**config.mk**
```make
export PLATFORM = sky130hd
export DESIGN_NAME = lcd_frame_driver
export DESIGN_NICKNAME = d
export VERILOG_FILES = /design/src/rtl/lcd_pkg.sv /design/src/rtl/lcd_nibble_writer.sv /design/src/rtl/lcd_frame_driver.sv
export SDC_FILE = /design/constraint.sdc
export NUM_CORES = 1
export LEC_CHECK = 0
export CORE_UTILIZATION = 25
export DETAILED_ROUTE_END_ITERATION = 10
export GPL_TIMING_DRIVEN = 0
export PLACE_DENSITY_LB_ADDON = 0.15
export SLEW_MARGIN = 15
export SYNTH_ARGS = -nofsm -noshare
export SYNTH_HDL_FRONTEND = slang
export SYNTH_HIERARCHICAL = 1
export SYNTH_SLANG_ARGS = --single-unit
```
**constraint.sdc**
```tcl
create_clock -name clk -period 13.6 [get_ports clk]
set_input_delay 2.72 -clock clk [delete_from_list [all_inputs] [get_ports clk]]
set_output_delay 2.72 -clock clk [all_outputs]
set_load 0.005 [all_outputs]
```
**src/rtl/lcd_pkg.sv**
```systemverilog
// Shared types and constants for the HD44780 16x2 frame driver.
package lcd_pkg;

  // Top-level sequencer states. CLRPFX is only entered when the clear-on-refresh
  // option is compiled in.
  typedef enum logic [2:0] {
    PWRUP,
    INIT,
    IDLE,
    CLRPFX,
    SETADDR1,
    LINE1,
    SETADDR2,
    LINE2
  } lcd_state_t;

  // Phases of a single nibble strobe plus its optional post-write wait.
  typedef enum logic [2:0] {
    W_IDLE,
    W_SETUP,
    W_HIGH,
    W_LOW,
    W_WAIT
  } wr_state_t;

  localparam logic [7:0] CMD_FUNCSET = 8'h28;
  localparam logic [7:0] CMD_DISPON  = 8'h0C;
  localparam logic [7:0] CMD_ENTRY   = 8'h06;
  localparam logic [7:0] CMD_CLR     = 8'h01;
  localparam logic [7:0] CMD_LINE1   = 8'h80;
  localparam logic [7:0] CMD_LINE2   = 8'hC0;

  // Init table: the first INIT_NIBBLES entries go out as a lone low nibble
  // (8-bit -> 4-bit mode switch), the rest as full bytes.
  localparam int unsigned INIT_LEN     = 8;
  localparam int unsigned INIT_NIBBLES = 4;

  function automatic logic [7:0] init_byte(input logic [2:0] i);
    logic [7:0] b;
    case (i)
      3'd0, 3'd1, 3'd2: b = 8'h03;
      3'd3:             b = 8'h02;
      3'd4:             b = CMD_FUNCSET;
      3'd5:             b = CMD_DISPON;
      3'd6:             b = CMD_ENTRY;
      default:          b = CMD_CLR;
    endcase
    return b;
  endfunction

  function automatic int unsigned max4(input int unsigned a, input int unsigned b,
                                       input int unsigned c, input int unsigned d);
    int unsigned m;
    m = a;
    if (b > m) m = b;
    if (c > m) m = c;
    if (d > m) m = d;
    return m;
  endfunction

endpackage

```
**src/rtl/lcd_nibble_writer.sv**
```systemverilog
// Drives one 4-bit LCD write: data/rs setup, enable pulse, hold, then an
// optional execution wait; pulses done for one cycle when finished.
module lcd_nibble_writer
  import lcd_pkg::*;
#(
  parameter int unsigned T_EXEC = 2000,
  parameter int unsigned T_CLR  = 82000,
  parameter int unsigned T_EH   = 12,
  parameter int unsigned CW     = 17
) (
  input  logic       clk,
  input  logic       rst,
  input  logic       start,
  input  logic       rs,
  input  logic [3:0] nib,
  input  logic       last,
  input  logic       long_wait,
  output logic       done,
  output logic       lcd_e,
  output logic       lcd_rs,
  output logic [3:0] lcd_dat
);

  localparam logic [CW-1:0] EH_END   = CW'(T_EH - 1);
  localparam logic [CW-1:0] EXEC_END = CW'(T_EXEC - 1);
  localparam logic [CW-1:0] CLR_END  = CW'(T_CLR - 1);

  wr_state_t     st, st_nx;
  logic [CW-1:0] cnt, cnt_nx;
  logic [CW-1:0] wait_end;
  logic          last_q, long_q, done_nx;

  assign wait_end = long_q ? CLR_END : EXEC_END;
  assign lcd_e    = (st == W_HIGH);

  // Phase register; rs/data latched at start and held until the next start.
  always_ff @(posedge clk or posedge rst) begin
    if (rst) begin
      st      <= W_IDLE;
      cnt     <= '0;
      done    <= 1'b0;
      lcd_rs  <= 1'b0;
      lcd_dat <= '0;
      last_q  <= 1'b0;
      long_q  <= 1'b0;
    end else begin
      st   <= st_nx;
      cnt  <= cnt_nx;
      done <= done_nx;
      if (st == W_IDLE && start) begin
        lcd_rs  <= rs;
        lcd_dat <= nib;
        last_q  <= last;
        long_q  <= long_wait;
      end
    end
  end

  // Phase sequencing: each phase runs its own count from zero.
  always_comb begin
    st_nx   = st;
    cnt_nx  = cnt + 1'b1;
    done_nx = 1'b0;
    case (st)
      W_IDLE: begin
        cnt_nx = '0;
        if (start) st_nx = W_SETUP;
      end
      W_SETUP: if (cnt == EH_END) begin
        cnt_nx = '0;
        st_nx  = W_HIGH;
      end
      W_HIGH: if (cnt == EH_END) begin
        cnt_nx = '0;
        st_nx  = W_LOW;
      end
      W_LOW: if (cnt == EH_END) begin
        cnt_nx = '0;
        if (last_q) begin
          st_nx = W_WAIT;
        end else begin
          st_nx   = W_IDLE;
          done_nx = 1'b1;
        end
      end
      W_WAIT: if (cnt == wait_end) begin
        cnt_nx  = '0;
        st_nx   = W_IDLE;
        done_nx = 1'b1;
      end
      default: st_nx = W_IDLE;
    endcase
  end

endmodule

```
**src/rtl/lcd_frame_driver.sv**
```systemverilog
// HD44780 16x2 frame driver: one-time power-up init, then rewrites both lines
// from a 256-bit snapshot on each refresh request.
// Optional build macro LCD_CLR_ON_REFRESH_EN: prefix every frame with Clear Display.
module lcd_frame_driver
  import lcd_pkg::*;
#(
  parameter int unsigned T_PWRUP = 750000,
  parameter int unsigned T_EXEC  = 2000,
  parameter int unsigned T_CLR   = 82000,
  parameter int unsigned T_EH    = 12
) (
  input  logic         clk,
  input  logic         rst,
  input  logic         refresh,
  input  logic [255:0] strdata,
  output logic         busy,
  output logic         lcd_e,
  output logic         lcd_rs,
  output logic         lcd_rw,
  output logic [3:0]   lcd_dat
);

  localparam int unsigned   CW      = $clog2(max4(T_PWRUP, T_EXEC, T_CLR, T_EH) + 1);
  localparam logic [CW-1:0] PWR_END = CW'(T_PWRUP - 1);

`ifdef LCD_CLR_ON_REFRESH_EN
  localparam lcd_state_t FRAME_FIRST = CLRPFX;
`else
  localparam lcd_state_t FRAME_FIRST = SETADDR1;
`endif

  lcd_state_t    state, state_nx;
  logic [3:0]    idx, idx_nx;
  logic          lo, lo_nx;
  logic          pend, pend_nx;
  logic          wait_q, wait_nx;
  logic [CW-1:0] tmr, tmr_nx;
  logic [255:0]  snap;
  logic          snap_ld, seq_end;

  logic [7:0]    cur_byte;
  logic          cur_rs, single;
  logic [4:0]    pos;
  logic          sending, wr_start, wr_done, byte_done;
  logic [3:0]    wr_nib;
  logic          wr_last, wr_long;

  assign lcd_rw    = 1'b0;
  assign busy      = (state != IDLE);
  assign sending   = (state != PWRUP) && (state != IDLE);
  assign wr_start  = sending && !wait_q;
  assign wr_last   = single || lo;
  assign wr_nib    = wr_last ? cur_byte[3:0] : cur_byte[7:4];
  assign wr_long   = wr_last && !cur_rs && (cur_byte == CMD_CLR);
  assign byte_done = wr_done && wr_last;

  // Byte currently being sent, chosen by state and character index.
  always_comb begin
    cur_byte = 8'h00;
    cur_rs   = 1'b0;
    single   = 1'b0;
    pos      = {(state == LINE2), idx};
    case (state)
      INIT: begin
        cur_byte = init_byte(idx[2:0]);
        single   = (idx < 4'(INIT_NIBBLES));
      end
      CLRPFX:   cur_byte = CMD_CLR;
      SETADDR1: cur_byte = CMD_LINE1;
      SETADDR2: cur_byte = CMD_LINE2;
      LINE1, LINE2: begin
        // char 0 sits in the top byte, so bit offset is 8*(31-pos)
        cur_byte = snap[{~pos, 3'b000} +: 8];
        cur_rs   = 1'b1;
      end
      default: ;
    endcase
  end

  // Sequencer next-state: init table, frame order, request pending/coalescing.
  always_comb begin
    state_nx = state;
    idx_nx   = idx;
    lo_nx    = lo;
    tmr_nx   = tmr;
    snap_ld  = 1'b0;
    seq_end  = 1'b0;
    wait_nx  = wait_q;
    pend_nx  = pend | (refresh && (state != IDLE));

    if (wr_start)     wait_nx = 1'b1;
    else if (wr_done) wait_nx = 1'b0;

    if (byte_done)    lo_nx = 1'b0;
    else if (wr_done) lo_nx = 1'b1;

    case (state)
      PWRUP: begin
        if (tmr == PWR_END) begin
          tmr_nx   = '0;
          state_nx = INIT;
        end else begin
          tmr_nx = tmr + 1'b1;
        end
      end
      IDLE: if (refresh || pend) begin
        state_nx = FRAME_FIRST;
        snap_ld  = 1'b1;
        pend_nx  = 1'b0;
      end
      INIT: if (byte_done) begin
        if (idx == 4'(INIT_LEN - 1)) begin
          idx_nx  = '0;
          seq_end = 1'b1;
        end else begin
          idx_nx = idx + 4'd1;
        end
      end
      CLRPFX:   if (byte_done) state_nx = SETADDR1;
      SETADDR1: if (byte_done) state_nx = LINE1;
      LINE1: if (byte_done) begin
        if (idx == 4'd15) begin
          idx_nx   = '0;
          state_nx = SETADDR2;
        end else begin
          idx_nx = idx + 4'd1;
        end
      end
      SETADDR2: if (byte_done) state_nx = LINE2;
      LINE2: if (byte_done) begin
        if (idx == 4'd15) begin
          idx_nx  = '0;
          seq_end = 1'b1;
        end else begin
          idx_nx = idx + 4'd1;
        end
      end
      default: ;
    endcase

    // A request queued during init or a frame chains straight into a new frame,
    // so busy never drops in between.
    if (seq_end) begin
      if (pend) begin
        pend_nx  = 1'b0;
        snap_ld  = 1'b1;
        state_nx = FRAME_FIRST;
      end else begin
        state_nx = IDLE;
      end
    end
  end

  // Sequencer registers and frame snapshot.
  always_ff @(posedge clk or posedge rst) begin
    if (rst) begin
      state  <= PWRUP;
      idx    <= '0;
      lo     <= 1'b0;
      pend   <= 1'b0;
      wait_q <= 1'b0;
      tmr    <= '0;
      snap   <= '0;
    end else begin
      state  <= state_nx;
      idx    <= idx_nx;
      lo     <= lo_nx;
      pend   <= pend_nx;
      wait_q <= wait_nx;
      tmr    <= tmr_nx;
      if (snap_ld) snap <= strdata;
    end
  end

  lcd_nibble_writer #(
    .T_EXEC (T_EXEC),
    .T_CLR  (T_CLR),
    .T_EH   (T_EH),
    .CW     (CW)
  ) u_writer (
    .clk       (clk),
    .rst       (rst),
    .start     (wr_start),
    .rs        (cur_rs),
    .nib       (wr_nib),
    .last      (wr_last),
    .long_wait (wr_long),
    .done      (wr_done),
    .lcd_e     (lcd_e),
    .lcd_rs    (lcd_rs),
    .lcd_dat   (lcd_dat)
  );

endmodule

```
==> results of run 1 <==
## stage by stage
step	instances	hold slack (ns)	instance area [um^2]	setup slack, ns	TNS [ns]
after detailed placement	2095	0.469	18700	9.17	0
after global placement	2093	0.463	18600	-1.49	-413.77
after global routing	2161	0.495	19900	8.48	0
final	2166	0.476	19900	8.62	0
after floorplan	1055	0.447	15000	2.99	0
after CTS	2158	0.480	19900	8.56	0
## cell type report
class	instances	area, um^2	share of cell area (%)
diodes	8	20.0	0.100
plain buffers	56	453	2.27
clock buffers	53	1130	5.68
clock inverters	10	104	0.521
inverters	15	63.8	0.320
multi-input cells	667	6550	32.9
flip-flops and latches	317	7930	39.8
well taps	773	967	4.85
repair buffers	267	2710	13.6
## metal layers
metal / GRT usage [%] / part of all wire, %
met5: 0 / 0.18
met4: 4.67 / 2.2
met3: 4.38 / 5.7
met2: 27.2 / 48
met1: 21.7 / 44
## worst reg2reg max path, delay by kind of cell, from the launching register on
family	cells	cell delay, ns
compound gates	2	0.36
simple gates	2	0.48
flops	1	0.38
buf+inv	2	1.73
mux	2	0.78
## power by group
group          switching [mW]  internal (mW)
clock                   0.411          0.615
combinational           0.376          0.531
sequential              0.207           1.34
total                   0.994           2.49
## worst max path at each step
stage	start	end	slack (ns)	cells after the start
6_report	state[1]	busy	8.62	4
5_1_grt	state[1]	busy	8.48	4
4_1_cts	state[1]	busy	8.56	4
3_5_place_dp	state[1]	busy	9.17	4
3_3_place_gp	rst	snap[64]	-1.49	2
2_1_floorplan	rst	idx[0]	2.99	1
## layout by cell type, fill, tap and decap left out, types with 4 or more instances in the layout
cell               n
a211oi_1           6
a21oi_1           20
a22oi_1            7
a31oi_1            4
and3_1             7
and4_1             4
buf_1              5
buf_2             13
buf_6             29
clkbuf_1          12
clkbuf_16         41
clkbuf_8           6
clkdlybuf4s50_1  265
clkinv_2           7
dfrtp_1          317
diode_2            8
ha_1               7
inv_1             11
mux2_1           126
mux2_2           140
mux2i_1           18
mux4_2            63
nand2_1           47
nand3_1           16
nand4_1           13
nor2_1            57
nor2b_1            6
nor3_1            19
nor4_1             5
o21ai_0           14
or3_1              5
xnor2_1           18
xor2_1            22
## registers in the layout, indices dropped and copies added, names as in the netlist, 3 cells and up
| name | flops |
|---|---|
| snap | 256 |
| tmr | 20 |
| u_writer/cnt | 20 |
| idx | 4 |
| u_writer/lcd_dat | 4 |
| state | 3 |
| u_writer/st | 3 |
## kinds of logic (layout without fill, tap and decap cells)
kind of cell | Yosys count | in the layout | synth area share [%]
muxes | 347 | 347 | 30.6
DFF | 317 | 317 | 52.9
and+or+nand+nor | 199 | 199 | 6.80
AOI/OAI and AO/OA | 73 | 73 | 3.31
buffers and inverters | 71 | 401 | 3.38
xor gates and xnor gates | 40 | 40 | 2.34
adders and majority gates | 7 | 7 | 0.584
other | 1 | 9 | 0.0250
==> flow_metrics.tcl, run 1 <==
set metrics [dict create \
    fmax_mhz 201 \
    clock-sinks 317 \
    synth_warnings 6 \
    io_pins 267 \
    drtIter0Drc 510 \
    min-delay-start "snap[76]" \
    syn_area_per_cell_um2 14.2 \
    setup_viol 0 \
    cp_cell_sequence "clkbuf_1 -> and2_1 -> inv_1 -> clkdlybuf4s50_1" \
    synth_area_mm2 0.0150 \
    timing.rr.end "u_writer/lcd_dat[2]" \
    first_global_vias 10800 \
    antenna_found_initial 14 \
    worstMarginPinSlew_ns 1.13 \
    cp_top_family "buffers and inverters" \
    cts_tree "done" \
    crit-reg2reg-launch "idx[1]" \
    cp.buffers_inverters 3 \
    num_vias 10000 \
    avgViaCountPerCell 4.63 \
    vdd_drop_max_uv 83.0 \
    worst_ep_required_time_ns 10.88 \
    path_class "register to primary output" \
    avgRoutedWirePerCell_um 23.1 \
    worstPathArrival_ns 2.26 \
    hold_viol 0 \
    slowest_stage "clkdlybuf4s50_1" \
    drc_errors 16 \
    synth_top_cells_by_count "dfrtp_1 (317), mux2_2 (140), mux2_1 (126), mux4_2 (63), nor2_1 (57)" \
    skew_ns 0.0146 \
    cts_root_buf "clkbuf_16" \
    start_kind "register" \
    clk_latency_ns 0.56 \
    crit_path_end_kind "primary output" \
    synth_edf_count 0 \
    syn_to_final_growth_pct 33.0 \
    drive_above_1_share_pct 23.5 \
    min_delay_path_depth 1 \
    grt_pass1_wl_um 73400 \
    clockBufferDepth 3 \
    postRouteAntennaNets 0 \
    period_share_pct 36.6 \
    violations "design-rule violations" \
    start_util_pct 25.4 \
    p_per_area_mw_per_mm2 175 \
    finalCoreUtilization_pct 33.7 \
    syn_nets 1321 \
    yosys.area.top_type "dfrtp_1" \
    rsz0062_at_grt "no" \
    die_w_um 247 \
    grt_overflow 0 \
    fin_crit_ns 4.98 \
    synthFlopType "dfrtp_1" \
    ys_ff_latch 317 \
    port_buffers 265 \
    ys_async_sr_fraction_pct 100 \
    clkTransAtPathRegs_ns 0.06 \
    gp_congestion 0.834 \
    wl_um 50100 \
    ctsHtreeMaxLevel 2 \
    p_leak_nw 8.09 \
    die_y_um 247 \
    syn-instance-count 1055 \
    yosysMostFrequentCell "dfrtp_1" \
    fillers 5809 \
    cts_setup_buffers 0 \
    hpwl_um 37400 \
    max_cap_viol_count 0 \
    netlist-cell-type-count 57 \
    reg2reg_depth 8 \
    rows 89 \
    cpPeakStageDelay_ns 0.47 \
    r2r_slack_ns 9.74 \
    grt_usage_pct 16.7 \
    slew_violations 0 \
    final_nets 1628 \
    slew_headroom_pct 24.4 \
    die-area_mm2 0.0609 \
    synth_top_cell_area_share_pct 52.9 \
    status "finished with violations" \
    ys_seq_area_share_pct 52.9 \
    critical_path.max_fanout 10 \
    cts_buffers 38 \
    post_cts_resized 0 \
    first_pass_iters 9 \
    ys_top_cells_by_area "dfrtp_1 (53%), mux2_2 (11%), mux2_1 (9.5%), mux4_2 (9.5%), buf_6 (2.2%)" \
    hold_buffers 0 \
    totalPowerFinal_mw 3.48 \
    min-delay-path-class "register to register" \
    grt_max_degree 100 \
    core_area_mm2 0.0591 \
    whs_endpoint "snap[76]" \
]
Power figures use the tool's default switching activity.
==> run 2: changes to the inputs <==
==> constraint.sdc (replaced) <==
create_clock -name clk -period 4.3 [get_ports clk]
set_input_delay 0.86 -clock clk [delete_from_list [all_inputs] [get_ports clk]]
set_output_delay 0.86 -clock clk [all_outputs]
set_load 0.005 [all_outputs]
==> run 2 against run 1 <==
  * Critical path type is now register to register
  * Via count down 0.24%
  * Die area did not move
  * The flow still finishes with violations (design-rule violations)
  * Worst hold slack about the same
  * First-iteration DRC count fell by 29%
  * Sequential power rose to 3.1 times the previous value
==> flow_metrics.tcl, run 2 (synthesis results as in run 1) <==
set metrics [dict create \
    io_pins 267 \
    vdd_drop_max_uv 255 \
    setup_ws_ns 0.410 \
    fmax_mhz 257 \
    hold_viol 0 \
    skew_ns 0.0194 \
    ctsHtreeMaxLevel 2 \
    drtIter0Drc 361 \
    fin_crit_ns 3.89 \
    min-delay-path-class "register to register" \
    worstPathArrival_ns 4.32 \
    final_cells 2180 \
    final-seq-area_mm2 0.00793 \
    max_cap_viol_count 0 \
    p_leak_nw 8.28 \
    place_inst 2104 \
    die_y_um 247 \
    reg2reg_depth 8 \
    min_delay_path_depth 1 \
    grt_usage_pct 17.0 \
    cts_setup_buffers 0 \
    final_cell_mix "dfrtp_1 (317), clkdlybuf4s50_1 (265), mux2_2 (140)" \
    clockBufferDepth 3 \
    first_pass_iters 7 \
    drive_above_1_share_pct 24.7 \
    num_vias 10000 \
    antenna_found_initial 10 \
    status "finished with violations" \
    grt_pass1_wl_um 75000 \
    setup_viol 0 \
    avgViaCountPerCell 4.59 \
    layout_commonest_cell "dfrtp_1" \
    core_area_mm2 0.0591 \
    worst_ep_required_time_ns 4.73 \
    finalCoreUtilization_pct 34.4 \
    crit_path_end_kind "register" \
    start_kind "register" \
    grt_max_degree 35 \
    clkTransAtPathRegs_ns 0.06 \
    clk_latency_ns 0.56 \
    die_w_um 247 \
    final_nets 1639 \
    worstMarginPinSlew_ns 1.15 \
    path_class "register to register" \
    drc_errors 12 \
    post_cts_resized 0 \
    multiInputGateArea_mm2 0.00655 \
    largest_register "snap" \
    cts_tree "done" \
    avgRoutedWirePerCell_um 23.1 \
    first_global_vias 11000 \
    hpwl_um 38400 \
    rsz0062_at_grt "no" \
    slew_headroom_pct 23.2 \
    hold_buffers 0 \
    gp_congestion 0.840 \
    fillers 5805 \
    port_buffers 265 \
    top_regs "snap x256, tmr x20, u_writer/cnt x20" \
    wl_um 50300 \
    postRouteAntennaNets 0 \
    cts_root_buf "clkbuf_16" \
    tns_ns 0 \
    syn_to_final_growth_pct 35.7 \
    period_share_pct 90.5 \
    start_util_pct 25.4 \
    holdWs_ns 0.476 \
    p_per_area_mw_per_mm2 566 \
    rows 89 \
    detailedPlace.worstSlack_ns 0.262 \
    slew_violations 0 \
    cts_buffers 40 \
    violations "design-rule violations" \
    grt_overflow 0 \
    die-area_mm2 0.0609 \
    clock-sinks 317 \
    critical_path.max_fanout 10 \
    largest_register_ffs 256 \
]
## run 2: changes by cell type in the layout (fill, tap and decap cells not counted), sizes merged
cell / delta
buf: +9
bufinv: +6
diode: -6
clkbuf: +2
clkinvlp: +2
inv: +1
## run 2: where the power goes
part | internal (mW) | switching, mW
Combinational | 1.70 | 1.19
Sequential | 4.24 | 0.646
Clock | 2.38 | 1.36
## run 2: worst max-delay path, cell delays in order (launching register included)
cell and delay (ns):
dfrtp_1 0.38, clkbuf_1 0.86, buf_1 0.89, mux4_2 0.45
mux2i_1 0.32, nor3_1 0.11, a211oi_1 0.28, mux2i_1 0.15
mux2_2 0.29
## run 2: final timing paths
kind	startpoint	to	slack [ns]
worst max-delay path	idx[1]	u_writer/lcd_dat[1]	0.41
worst min-delay path	wait_q	wait_q	0.48
worst max register to register	idx[1]	u_writer/lcd_dat[1]	0.41
worst min register to register	wait_q	wait_q	0.48
max in group asynchronous	rst	snap[68]	2.05
min in group asynchronous	rst	u_writer/cnt[0]	0.84
## run 2: area by class of cell
cell class	instances	share of cell area (%)
diodes	2	0.0246
plain buffers	56	2.23
clock buffers	55	5.75
clock inverters	19	1.50
inverters	15	0.295
multi-input cells	667	32.2
flip-flops and latches	317	39.0
well taps	773	4.76
repair buffers	276	14.2
## run 2: routing by layer
layer	vias up	GRT usage, %	part of all wire (%)
li1	4518	-	-
met1	5231	22.1	44
met2	186	28.4	49
met3	57	3.36	4.2
met4	12	4.70	1.7
met5	-	0	0.18
## run 2: through the flow
stage               instance area, um^2  total power [mW]
finish                            20300              11.5
global route                      20300              12.2
CTS                               20300              11.7
detailed placement                18900              7.88
global placement                  18600              7.79
floorplan                         15000              6.70
